===== config.mk =====
export PLATFORM = sky130hd
export DESIGN_NAME = gamepad_dev
export DESIGN_NICKNAME = d
export VERILOG_FILES = /design/src/rtl/gamepad_dev.sv
export SDC_FILE = /design/constraint.sdc
export NUM_CORES = 1
export LEC_CHECK = 0
export CAP_MARGIN = 15
export CELL_PAD_IN_SITES_DETAIL_PLACEMENT = 1
export CELL_PAD_IN_SITES_GLOBAL_PLACEMENT = 2
export CORE_MARGIN = 2
export CORE_UTILIZATION = 31
export CTS_CLUSTER_DIAMETER = 60
export DETAILED_ROUTE_END_ITERATION = 8
export HOLD_SLACK_MARGIN = 0.12
export PLACE_DENSITY = 0.87
export SYNTH_ARGS = -nofsm -noshare
export SYNTH_HDL_FRONTEND = slang
export SYNTH_SLANG_ARGS = --single-unit
export TNS_END_PERCENT = 50

===== constraint.sdc =====
create_clock -name clk -period 2.4 [get_ports clk]
set_input_delay 0.24 -clock clk [delete_from_list [all_inputs] [get_ports clk]]
set_output_delay 0.24 -clock clk [all_outputs]
set_load 0.005 [all_outputs]

===== src/rtl/gamepad_dev.sv =====
// gamepad_dev: device-side emulation of NES/SNES-style shift-register pads.
// Watches the host latch/clock/select pins, snapshots btn_value and streams it out active-low.

module gamepad_dev #(
    parameter int   SEL_WIDTH  = 1,
    parameter int   DATA_WIDTH = 2,
    parameter int   REG_WIDTH  = 12,
    parameter logic FILL       = 1'b1,
    parameter int   TIMEOUT    = 4096,
    localparam int  SL = (SEL_WIDTH > 1) ? SEL_WIDTH - 1 : 0,
    localparam int  DL = DATA_WIDTH - 1,
    localparam int  VL = ((REG_WIDTH * DATA_WIDTH) << SEL_WIDTH) - 1
) (
    input  logic        clk,
    input  logic        rst,
    input  logic [SL:0] gp_sel,
    input  logic        gp_latch,
    input  logic        gp_clk,
    output logic [DL:0] gp_data,
    input  logic [VL:0] btn_value,
    output logic        busy,
    output logic        evt_latch,
    output logic        evt_done,
    output logic        evt_timeout
);
    localparam int CW = $clog2(REG_WIDTH + 1);
    localparam int TW = $clog2(TIMEOUT);
    localparam logic [CW-1:0] BIT_LAST = CW'(REG_WIDTH);
    localparam logic [TW-1:0] TMO_LAST = TW'(TIMEOUT - 1);

    typedef enum logic [1:0] {IDLE, LOAD, SHIFT, DONE} state_t;

    logic [1:0]  latch_sync, clk_sync;
    logic        latch_d, clk_d;
    logic [SL:0] sel_meta, sel_s;
    logic        latch_s, clk_s, latch_fall, clk_rise;

    // NOTE: registers use non-blocking assignments so every flop samples pre-edge values.
    always_ff @(posedge clk or negedge rst) begin
        if (!rst) begin
            latch_sync <= '0;
            clk_sync   <= '0;
            latch_d    <= 1'b0;
            clk_d      <= 1'b0;
            sel_meta   <= '0;
            sel_s      <= '0;
        end else begin
            latch_sync <= {latch_sync[0], gp_latch};
            clk_sync   <= {clk_sync[0], gp_clk};
            latch_d    <= latch_sync[1];
            clk_d      <= clk_sync[1];
            sel_meta   <= gp_sel;
            sel_s      <= sel_meta;
        end
    end

    assign latch_s    = latch_sync[1];
    assign clk_s      = clk_sync[1];
    assign latch_fall = latch_d & ~latch_s;
    assign clk_rise   = clk_s & ~clk_d;

    // Pad images of the group addressed by the synchronized select.
    int                         sel_idx;
    logic [DL:0][REG_WIDTH-1:0] sr_load;

    assign sel_idx = (SEL_WIDTH == 0) ? 0 : int'(sel_s);

    always_comb begin
        sr_load = '0;
        for (int d = 0; d < DATA_WIDTH; d++) begin
            sr_load[d] = btn_value[(sel_idx * DATA_WIDTH + d) * REG_WIDTH +: REG_WIDTH];
        end
    end

    state_t                     state, state_nx;
    logic [DL:0][REG_WIDTH-1:0] sr, sr_nx;
    logic [CW-1:0]              bit_cnt, bit_cnt_nx, bit_inc;
    logic [TW-1:0]              tmo_cnt, tmo_cnt_nx;
    logic [DL:0]                data_nx;
    logic                       evt_latch_nx, evt_done_nx, evt_timeout_nx;

    assign bit_inc = bit_cnt + CW'(1);

    // NOTE: every output of this block gets a default first, so no path can infer a latch.
    always_comb begin
        state_nx       = state;
        sr_nx          = sr;
        bit_cnt_nx     = bit_cnt;
        tmo_cnt_nx     = tmo_cnt;
        data_nx        = '1;
        evt_latch_nx   = 1'b0;
        evt_done_nx    = 1'b0;
        evt_timeout_nx = 1'b0;

        unique case (state)
            IDLE: begin
                tmo_cnt_nx = '0;
                if (latch_s) state_nx = LOAD;
            end
            LOAD: begin
                tmo_cnt_nx = '0;
                for (int d = 0; d < DATA_WIDTH; d++) data_nx[d] = ~sr_load[d][0];
                if (latch_fall) begin
                    // Keep the image loaded last cycle as the snapshot.
                    state_nx     = SHIFT;
                    evt_latch_nx = 1'b1;
                    bit_cnt_nx   = '0;
                end else begin
                    sr_nx = sr_load;
                end
            end
            SHIFT: begin
                for (int d = 0; d < DATA_WIDTH; d++) data_nx[d] = ~sr[d][0];
                if (latch_s) begin
                    state_nx   = LOAD;
                    tmo_cnt_nx = '0;
                end else if (clk_rise) begin
                    for (int d = 0; d < DATA_WIDTH; d++) sr_nx[d] = {~FILL, sr[d][REG_WIDTH-1:1]};
                    bit_cnt_nx = bit_inc;
                    tmo_cnt_nx = '0;
                    if (bit_inc == BIT_LAST) begin
                        state_nx    = DONE;
                        evt_done_nx = 1'b1;
                    end
                end else if (tmo_cnt == TMO_LAST) begin
                    state_nx       = IDLE;
                    evt_timeout_nx = 1'b1;
                end else begin
                    tmo_cnt_nx = tmo_cnt + TW'(1);
                end
            end
            DONE: begin
                data_nx = {DATA_WIDTH{FILL}};
                if (latch_s) begin
                    state_nx   = LOAD;
                    tmo_cnt_nx = '0;
                end else if (tmo_cnt == TMO_LAST) begin
                    state_nx = IDLE;
                end else begin
                    tmo_cnt_nx = tmo_cnt + TW'(1);
                end
            end
            default: state_nx = IDLE;
        endcase
    end

    // NOTE: the shift registers are reset as well, so a reset mid-scan never leaks an old snapshot.
    always_ff @(posedge clk or negedge rst) begin
        if (!rst) begin
            state       <= IDLE;
            sr          <= '0;
            bit_cnt     <= '0;
            tmo_cnt     <= '0;
            gp_data     <= '1;
            evt_latch   <= 1'b0;
            evt_done    <= 1'b0;
            evt_timeout <= 1'b0;
        end else begin
            state       <= state_nx;
            sr          <= sr_nx;
            bit_cnt     <= bit_cnt_nx;
            tmo_cnt     <= tmo_cnt_nx;
            gp_data     <= data_nx;
            evt_latch   <= evt_latch_nx;
            evt_done    <= evt_done_nx;
            evt_timeout <= evt_timeout_nx;
        end
    end

    assign busy = (state != IDLE);

endmodule

==> results of run 1 <==
[cells by family (layout without fill, tap and decap cells)]
logic type                 count (synthesis)  after routing  share of synthesized area
AOI/OAI and AO/OA                         77             77                      0.156
xor gates and xnor gates                   3              3                    0.00914
adders and majority gates                  8              8                     0.0348
buffers and inverters                     24             82                     0.0357
DFF                                       55             55                      0.480
muxes                                     26             26                     0.0905
and+or+nand+nor                          116            116                      0.194
[final cells by class]
type	count	area, sq um	area share
multi-input cells	230	1400	0.376
flip-flops and latches	55	1380	0.370
repair buffers	66	638	0.171
well taps	111	139	0.0373
clock inverters	3	71.3	0.0191
clock buffers	5	68.8	0.0185
inverters	8	30.0	0.00806
[worst paths after layout]
kind	startpoint	to	slack (ns)	cells past startpoint
worst max-delay path	state[0]	bit_cnt[3]	0.35	7
worst min-delay path	gp_sel	sel_meta	0.36	1
worst max register to register	state[0]	bit_cnt[3]	0.35	7
worst min register to register	latch_sync[0]	latch_sync[1]	0.36	0
max in group asynchronous	rst	gp_data[1]	1.30	3
min in group asynchronous	rst	tmo_cnt[3]	0.41	2
[state kept, by name (all words and copies together) (netlist names), 2 cells and up]
name        cells
bit_cnt         4
clk_sync        2
gp_data         2
latch_sync      2
sr             24
state           2
tmo_cnt        12
[cells in the final DEF (no fill, tap or decap), types with 2 or more instances in the layout]
cell,n
dfstp_2,2
inv_1,8
dfrtp_1,53
a21oi_1,28
nand2_1,40
o21ai_0,30
nand3b_1,3
clkdlybuf4s50_1,57
bufinv_16,2
nand3_1,7
clkbuf_8,5
or2_2,2
buf_4,7
nor2b_1,2
a22o_1,2
nand2b_1,7
xnor2_1,2
mux2i_1,26
or3_1,3
nor2_1,35
nor3_1,6
o211ai_1,2
ha_1,7
[metal layers]
metal  track usage  vias up  part of all wire
met1         0.190     1124              0.47
met4        0.0253        0            0.0071
met3        0.0306        5             0.040
li1              -     1194                 -
met5             0        -                 0
met2         0.242       54              0.49
[Yosys cell counts (6+ instances only)]
cell type | instances | area share
nor3_1 | 6 | 0.010
mux2i_1 | 26 | 0.091
dfrtp_1 | 53 | 0.46
nand3_1 | 7 | 0.012
a21oi_1 | 28 | 0.049
inv_1 | 8 | 0.010
o21ai_0 | 30 | 0.052
nand2b_1 | 7 | 0.015
ha_1 | 8 | 0.035
nor2_1 | 35 | 0.046
nand2_1 | 40 | 0.052
clkbuf_1 | 9 | 0.012
[critical path, delay by kind of cell (launching register included)]
family / cells / cell delay, ns
and+or+nand+nor: 1 / 0.16
DFF: 1 / 0.44
adders and majority gates: 1 / 0.26
AOI/OAI and AO/OA: 3 / 0.80
buffers and inverters: 2 / 0.34
[timing repair]
action | 4_1_cts | 5_1_grt
hold endpoints to repair | 18 | 0
hold buffers | 1 | 0
setup buffers | 0 | 0
[power groups by stage]
stage                     Sequential, W  Combinational [W]  Clock, W
final                           0.00139            0.00125  0.000748
after global routing            0.00143            0.00148  0.000798
after CTS                       0.00140            0.00127  0.000769
after detailed placement        0.00141            0.00127         0
after global placement          0.00139            0.00122         0
after floorplan                 0.00135           0.000875         0
[metrics by stage]
step                worst slack (ns)  cell area, sq um
floorplan                      0.693              2880
global placement               0.456              3580
detailed placement             0.378              3580
CTS                            0.329              3730
global route                   0.153              3730
finish                         0.346              3730
==> results.md, run 1 <==
- Combinational share of power: 0.368
- Remaining antenna violation count after routing: 0
- Number of global-route vias before repair: 2427
- Placed cell count: 469
- Final weighted congestion of routability-driven global placement: 0.801
- Maximum number of pins on one net before global-route repair: 47
- Setup TNS: 0 ns
- Std-Cell Core Area: 9110 sq um
- Worst min path class: in -> reg
- Worst Path Required: 2.65 ns
- Sequential element share of the synthesized area: 0.480
- Max-cap check violation count: 0
- Count of distinct cell types in the synthesized netlist: 50
- Slowest cell on crit path: dfrtp_1
- Flip-flop cell with the highest count after synthesis: dfrtp_1
- Final setup violation count: 0
- TritonCTS clock tree: done
- Final standard cell utilization of the core: 0.409
- Clock slew seen by the registers of the worst setup and hold paths: 0.10 ns
- Number of buffers inserted during clock tree synthesis: 5
- Critical path start-end classification: reg -> reg
- Resized Gates After CTS: 0
- Hold Violations, Final: 0
- Drt wl/cell: 13.6 um
- Clock tree root buffer cell: clkbuf_8
- Kind of capture point of the worst setup path: flip-flop
- Synthesized instance count: 309
- Detailed router's first-iteration violation count: 70
- Syn avg cell area: 9.31 sq um
- Initial antenna violation count: 0
- Final Max Tran Viols: 0
- Floorplan row count: 35
- Global-route wire length before repair: 11700 um
- CP arrival: 2.31 ns
- Areal power density over the cells: 910 nW/um^2
- Maximum cell stage delay along the critical path: 0.44 ns
- Async SR Flop Fraction: 1.00
- Headroom to the max-slew limit: 0.590
- Clock skew after layout: 0.00914 ns
- Aggregate global routing overflow: 0
- Width of the die: 100 um
- Number of enable flip-flop cells after synthesis: 0
- Worst-path cell chain: inv_1 -> ha_2 -> buf_4 -> nand2b_1 -> a221o_1 -> o21ai_0 -> a22o_1
- Max H-tree Level: 2
- Leakage power: 1.62 nW
- Final-layout fill cell count: 1060
- Maximum resistive drop on vdd: 0.353 mV
- Diode insertion count for antenna repair: 0
- Total wirelength of the detailed-routed design: 6490 um
- Crit path max fanout: 22
- Worst Tran Pin Value: 0.611 ns
- Starting Density: 0.316
- Nets: 427
- Setup repair after global routing missed its margin: false
- Clock Sinks: 55
- Drt drc: 0
- Finished Layout Cells: 478
- Number of synthesized register bits: 55
- Proportion of layout cells with a drive suffix above 1: 0.0736
- Clock buffer depth: 2
- Area of the mapped netlist: 2880 sq um
- PortBufs: 58
- Total iterations of the first detailed-routing run: 4
- Full die area: 10100 sq um
- Part of the power in the clock network: 0.221
- Overall routing resource usage: 0.143
- Startpoint type of the worst setup path: flip-flop
- Power spent charging and discharging nets: 0.00123 W
- P_int: 0.00216 W
- Post-route fraction of the period consumed by the critical path: 0.856
- Worst hold-check slack: 0.358 ns
- Y dimension of the die: 100 um
- Final critical-path required period: 2.05 ns
- Post-detail-place hpwl: 4930 um
- Layout overhead on the synthesized area: 29.6%
- Number of top-level design ports: 59
- Outcome: finished, final reports clean
- Sequential group share of total power: 0.411
- DR vias/cell: 4.97
- Switching power as a share of total power: 0.361
- Number of warning messages in the yosys log: 0
- Clock insertion delay at the later pin of the skew report: 0.31 ns
- Fmax: 0.487 GHz
- Total power: 0.00339 W
- Via count: 2377
- Net count after synthesis: 370
Power figures use the tool's default switching activity.
==> inputs of run 2 (changes only) <==
--- a/config.mk
+++ b/config.mk
@@ -8,10 +8,12 @@
 export CAP_MARGIN = 15
 export CELL_PAD_IN_SITES_DETAIL_PLACEMENT = 1
 export CELL_PAD_IN_SITES_GLOBAL_PLACEMENT = 2
+export CORE_ASPECT_RATIO = 0.5
 export CORE_MARGIN = 2
 export CORE_UTILIZATION = 31
 export CTS_CLUSTER_DIAMETER = 60
 export DETAILED_ROUTE_END_ITERATION = 8
+export GPL_TIMING_DRIVEN = 0
 export HOLD_SLACK_MARGIN = 0.12
 export PLACE_DENSITY = 0.87
 export SYNTH_ARGS = -nofsm -noshare
==> run 2 against run 1 <==
Against the previous run:
- sequential power is essentially flat
- flip-flop and latch count is the same
- fmax shrank 3.5%
- first-iteration DRC count grew 59%
- die area grew 0.47%
- register-to-register slack lost 0.07 ns
- design area grew 1.8%
- critical path depth is the same
- highest routed layer unchanged
==> results.md, run 2 (synthesis results as in run 1) <==
- Clock buffer depth: 2 (unchanged)
- Critical path start-end classification: reg -> reg
- Worst min path class: reg -> reg
- Std-Cell Core Area: 8860 sq um (-2.7%)
- Kind of capture point of the worst setup path: flip-flop
- Y dimension of the die: 72.1 um (-28%)
- Total power: 0.00353 W (+4.2%)
- Starting Density: 0.325 (+0.00892)
- Final Max Tran Viols: 0 (unchanged)
- Worst Path Required: 2.55 ns (-0.10 ns)
- Post-CTS setup repair buffer count: 0 (unchanged)
- CP arrival: 2.28 ns (-0.03 ns)
- Aggregate global routing overflow: 0 (unchanged)
- Crit path max fanout: 10 (-55%)
- Post-detail-place hpwl: 5730 um (+16%)
- Number of buffers inserted during clock tree synthesis: 5 (unchanged)
- Clock insertion delay at the later pin of the skew report: 0.30 ns (about the same)
- Detailed router's first-iteration violation count: 111 (+59%)
- Outcome: finished, final reports clean
- Top reg by flops: sr
- Final-layout fill cell count: 988 (-6.8%)
- PortBufs: 58 (unchanged)
- Most common cell after layout, fill and taps aside: clkdlybuf4s50_1
- Number of global-route vias before repair: 2655 (+9.4%)
- Drt wl/cell: 15.1 um (+11%)
- Fmax: 0.470 GHz (-3.5%)
- Most frequent cells in the layout: 57 x clkdlybuf4s50_1, 53 x dfrtp_1, 40 x nand2_1, 35 x nor2_1, 30 x o21ai_0
- Full die area: 10100 sq um (+0.47%)
- Top flop regs: sr x24, tmo_cnt x12, bit_cnt x4
- Hold Violations, Final: 0 (unchanged)
- Layout overhead on the synthesized area: 31.9%
- Initial antenna violation count: 0 (unchanged)
- Final weighted congestion of routability-driven global placement: 0.749 (-6.6%)
- Clock tree root buffer cell: clkbuf_16
- Maximum number of pins on one net before global-route repair: 38 (-19%)
- TritonCTS clock tree: done
- Clock Sinks: 55 (unchanged)
- Max-cap check violation count: 0 (unchanged)
- Maximum resistive drop on vdd: 0.385 mV (+9.0%)
- Number of flip-flops under the largest register name: 24 (unchanged)
- Leakage power: 1.64 nW (+1.2%)
- Remaining antenna violation count after routing: 0 (unchanged)
- Total iterations of the first detailed-routing run: 4 (unchanged)
- Startpoint type of the worst setup path: flip-flop
- Nets: 437 (+2.3%)
- Clock skew after layout: 0.0116 ns (+0.00247 ns)
- Max H-tree Level: 2 (unchanged)
- Global-route wire length before repair: 12800 um (+9.5%)
- Final setup violation count: 0 (unchanged)
- Diode insertion count for antenna repair: 0 (unchanged)
- Overall routing resource usage: 0.160 (+0.0170)
- Areal power density over the cells: 931 nW/um^2 (+2.4%)
- DR vias/cell: 4.92 (-1.1%)
- Worst Tran Pin Value: 0.780 ns (+0.170 ns)
- Worst hold-check slack: 0.354 ns (-0.00487 ns)
- Clock slew seen by the registers of the worst setup and hold paths: 0.08 ns (-0.02 ns)
- Number of top-level design ports: 59 (unchanged)
- Floorplan row count: 24 (-31%)
- Drt drc: 0 (unchanged)
- Via count: 2430 (+2.2%)
- Proportion of layout cells with a drive suffix above 1: 0.0610 (-0.0126)
- Width of the die: 140 um (+40%)
- Setup TNS: 0 ns (unchanged)
- Post-route fraction of the period consumed by the critical path: 0.887 (+0.0307)
- Total wirelength of the detailed-routed design: 7440 um (+15%)
- Headroom to the max-slew limit: 0.476 (-0.115)
- Final critical-path required period: 2.13 ns (+0.0737 ns)
- Setup repair after global routing missed its margin: false
## run 2: cell count changes in the layout (fill, tap and decap cells not counted), sizes merged
cell    previous run  this run
bufinv             2         1
inv                9         8
clkbuf             5        16
buf                8         9
## run 2: metal layers
metal	GRT usage	vias up	routed length [um]
li1	-	1208	-
met1	0.191	1194	3320
met2	0.303	24	3870
met3	0.0304	4	190
met4	0.0370	0	55
met5	0	-	0
## run 2: final timing paths
check                                end     startpoint  slack, ns  cells past startpoint
min in group asynchronous          sr[9]            rst       0.45                      2
min reg2reg                latch_sync[1]  latch_sync[0]       0.35                      0
max                                sr[1]       state[0]       0.27                      7
min                        latch_sync[1]  latch_sync[0]       0.35                      0
max in group asynchronous     gp_data[0]            rst       1.34                      3
max reg2reg                        sr[1]       state[0]       0.27                      7
## run 2: timing repair
| action | 4_1_cts | 5_1_grt |
|---|---|---|
| resized for setup | 0 | 1 |
| hold buffers | 1 | 0 |
| hold endpoints to repair | 18 | 0 |
| setup endpoints to repair | 0 | 19 |
## run 2: area by class of cell
class	instances	area, sq um	share of cell area
clock inverters	1	30.0	0.00792
repair buffers	60	606	0.160
flip-flops and latches	55	1380	0.363
well taps	117	146	0.0386
multi-input cells	230	1400	0.368
clock buffers	7	133	0.0350
plain buffers	16	72.6	0.0191
inverters	8	30.0	0.00792
## run 2: metrics by stage
step | cells | instance area [sq um] | worst slack [ns] | utilization
final | 494 | 3790 | 0.272 | 0.428
after global placement | 484 | 3600 | -0.586 | 0.407
after global routing | 494 | 3790 | 0.0848 | 0.428
after CTS | 494 | 3790 | 0.102 | 0.428
after detailed placement | 485 | 3620 | 0.140 | 0.408
after floorplan | 309 | 2880 | 0.693 | -
## run 2: worst max-delay path, stage by stage, from the launching register on
cell      delay [ns]
dfrtp_1         0.45
inv_1           0.14
ha_1            0.24
nor4bb_1        0.43
o21ai_2         0.22
clkbuf_1        0.28
nand2_1         0.12
o21ai_0         0.10
## run 2: power breakdown
| group | internal, W | switching [W] | total (W) | leakage, nW |
|---|---|---|---|---|
| Clock | 0.000494 | 0.000325 | 0.000819 | 0.0781 |
| Sequential | 0.00121 | 0.000179 | 0.00139 | 0.701 |
| Combinational | 0.000537 | 0.000788 | 0.00133 | 0.858 |
==> inputs of run 3 (changes only) <==
--- a/config.mk
+++ b/config.mk
@@ -9,7 +9,7 @@
 export CELL_PAD_IN_SITES_DETAIL_PLACEMENT = 1
 export CELL_PAD_IN_SITES_GLOBAL_PLACEMENT = 2
 export CORE_ASPECT_RATIO = 0.5
-export CORE_MARGIN = 2
+export CORE_MARGIN = 10
 export CORE_UTILIZATION = 31
 export CTS_CLUSTER_DIAMETER = 60
 export DETAILED_ROUTE_END_ITERATION = 8
==> run 3 against run 2 <==
Against the previous run:
- die area is 36% higher
- non-clock buffer count stayed put
- design area is 0.30% lower
- count of clock-buffer cells in the layout stayed put
- fmax is 1.4% higher
- combinational power hardly changed
==> results.md, run 3 (synthesis results as in run 1) <==
- Leakage power: 1.63 nW (-0.24%)
- Max H-tree Level: 2 (unchanged)
- Worst path depth: 6 (-1)
- TritonCTS clock tree: done
- Final setup violation count: 0 (unchanged)
- Reg-to-Reg Start: state[1]
- Dominant delay contributor by cell family on the critical path: buffers and inverters
- Kind of capture point of the worst setup path: flip-flop
- Combined flip-flop and latch cell area: 1380 sq um (unchanged)
- Setup TNS: 0 ns (unchanged)
- Via count: 2474 (+1.8%)
- Post-route fraction of the period consumed by the critical path: 0.874 (-0.0122)
- Worst setup slack after placement: 0.182 ns (+0.0425 ns)
- Number of buffers inserted during clock tree synthesis: 5 (unchanged)
- Std-Cell Core Area: 8860 sq um (unchanged)
- Drt wl/cell: 15.9 um (+5.6%)
- Worst setup path start: state[1]
- Top reg by flops: sr
- Clock buffer depth: 2 (unchanged)
- Diode insertion count for antenna repair: 0 (unchanged)
- Width of the die: 156 um (+11%)
- Register-to-register setup slack: 0.30 ns (+0.03 ns)
- Worst Path Required: 2.55 ns (about the same)
- Placed cell count: 485 (unchanged)
- Clock slew seen by the registers of the worst setup and hold paths: 0.07 ns (about the same)
- Areal power density over the cells: 916 nW/um^2 (-1.6%)
- Crit path max fanout: 10 (unchanged)
- DR vias/cell: 5.01 (+1.8%)
- Maximum number of pins on one net before global-route repair: 38 (unchanged)
- R2R cell count: 6 (-1)
- Y dimension of the die: 88.1 um (+22%)
- Proportion of layout cells with a drive suffix above 1: 0.0637 (+0.00265)
- Number of top-level design ports: 59 (unchanged)
- Hold Violations, Final: 0 (unchanged)
- Nets: 437 (unchanged)
- Startpoint type of the worst setup path: flip-flop
- Headroom to the max-slew limit: 0.440 (-0.0352)
- Clock tree root buffer cell: clkbuf_16
- Remaining antenna violation count after routing: 0 (unchanged)
- Outcome: finished, final reports clean
- Drt drc: 0 (unchanged)
- Clock insertion delay at the later pin of the skew report: 0.29 ns (about the same)
- Clock Sinks: 55 (unchanged)
- Finished Layout Cells: 494 (unchanged)
- Final weighted congestion of routability-driven global placement: 0.763 (+1.9%)
- Layout overhead on the synthesized area: 31.5%
- Max-cap check violation count: 0 (unchanged)
- Detailed router's first-iteration violation count: 125 (+13%)
- Critical path start-end classification: reg -> reg
- Floorplan row count: 24 (unchanged)
- Final-layout fill cell count: 1001 (+1.3%)
- Buffers & Inverters on Critical Path: 2 (unchanged)
- Most frequent cells in the layout: 57 x clkdlybuf4s50_1, 53 x dfrtp_1, 40 x nand2_1, 35 x nor2_1, 30 x o21ai_0
- Maximum resistive drop on vdd: 0.335 mV (-13%)
- Starting Density: 0.325 (unchanged)
- Worst min-delay path startpoint: clk_sync[0]
- Worst-path cell chain: inv_1 -> ha_1 -> nor2b_1 -> o21ai_2 -> clkbuf_1 -> o21ai_0
- Worst Tran Pin Value: 0.833 ns (+0.0524 ns)
- Maximum cell stage delay along the critical path: 0.43 ns (-0.02 ns)
- Final Max Tran Viols: 0 (unchanged)
- Destination of the worst register-to-register timing path: sr[16]
- Setup repair after global routing missed its margin: false
- Fmax: 0.477 GHz (+1.4%)
- Total iterations of the first detailed-routing run: 4 (unchanged)
- PortBufs: 58 (unchanged)
- Worst min path class: reg -> reg
- Worst hold-check slack: 0.350 ns (-0.00322 ns)
- Overall routing resource usage: 0.118 (-0.0415)
- Global-route wire length before repair: 13500 um (+5.6%)
- CP arrival: 2.25 ns (-0.03 ns)
- Initial antenna violation count: 0 (unchanged)
- Setup ws final: 0.302 ns (+0.0294 ns)
- Final critical-path required period: 2.10 ns (-0.0294 ns)
- Number of flip-flops under the largest register name: 24 (unchanged)
- Slowest cell on crit path: dfrtp_1
- Termination of the worst setup path: sr[16]
- Number of global-route vias before repair: 2789 (+5.0%)
- Total area of multi-input combinational cells: 1400 sq um (unchanged)
- Full die area: 13800 sq um (+36%)
- Clock skew after layout: 0.00592 ns (-0.00569 ns)
- Post-detail-place hpwl: 6040 um (+5.4%)
- Post-CTS setup repair buffer count: 0 (unchanged)
- Total wirelength of the detailed-routed design: 7850 um (+5.6%)
- Most common cell after layout, fill and taps aside: clkdlybuf4s50_1
- Aggregate global routing overflow: 0 (unchanged)
- Top flop regs: sr x24, tmo_cnt x12, bit_cnt x4
==> run 3: cell count changes in the layout (fill, tap and decap cells not counted), sizes merged <==
cell	delta
bufinv	-1
clkinv	+1
==> run 3: worst min path at each step <==
stage	endpoint	slack, ns	cells after the start
global route	sel_s	0.37	0
CTS	clk_sync[1]	0.35	0
detailed placement	sr[7]	0.22	1
finish	clk_sync[1]	0.35	0
global placement	sel_s	0.34	0
floorplan	bit_cnt[0]	-0.06	0
==> run 3: cell type report <==
cell class / instances / area share
Clock buffer: 7 / 0.0377
Clock inverter: 1 / 0.00232
Sequential cell: 55 / 0.365
Multi-Input combinational cell: 230 / 0.370
Timing Repair Buffer: 60 / 0.160
Inverter: 8 / 0.00794
Tap cell: 117 / 0.0387
Buffer: 16 / 0.0192
==> run 3: stage by stage <==
step | instance area [sq um] | utilization | total power [W]
final | 3780 | 0.427 | 0.00347
after global routing | 3780 | 0.427 | 0.00377
after CTS | 3780 | 0.427 | 0.00351
after detailed placement | 3620 | 0.408 | 0.00274
after global placement | 3600 | 0.407 | 0.00265
after floorplan | 2880 | - | 0.00223
==> run 3: layer usage <==
| metal | wire (um) | track usage |
|---|---|---|
| met3 | 238 | 0.0289 |
| met2 | 4150 | 0.224 |
| met1 | 3420 | 0.133 |
| met5 | 0 | 0 |
| met4 | 47 | 0.0255 |
==> run 3: timing repair <==
item                                    CTS  global route
hold buffers                              1             0
endpoints found under the setup margin    0            24
resized for setup                         0             1
hold endpoints to repair                 18             0
==> run 3: power by group <==
| part | internal [W] | switching (W) | leakage, nW |
|---|---|---|---|
| registers | 0.00121 | 0.000178 | 0.701 |
| clock network | 0.000418 | 0.000325 | 0.0741 |
| logic | 0.000536 | 0.000798 | 0.858 |
| total | 0.00216 | 0.00130 | 1.63 |
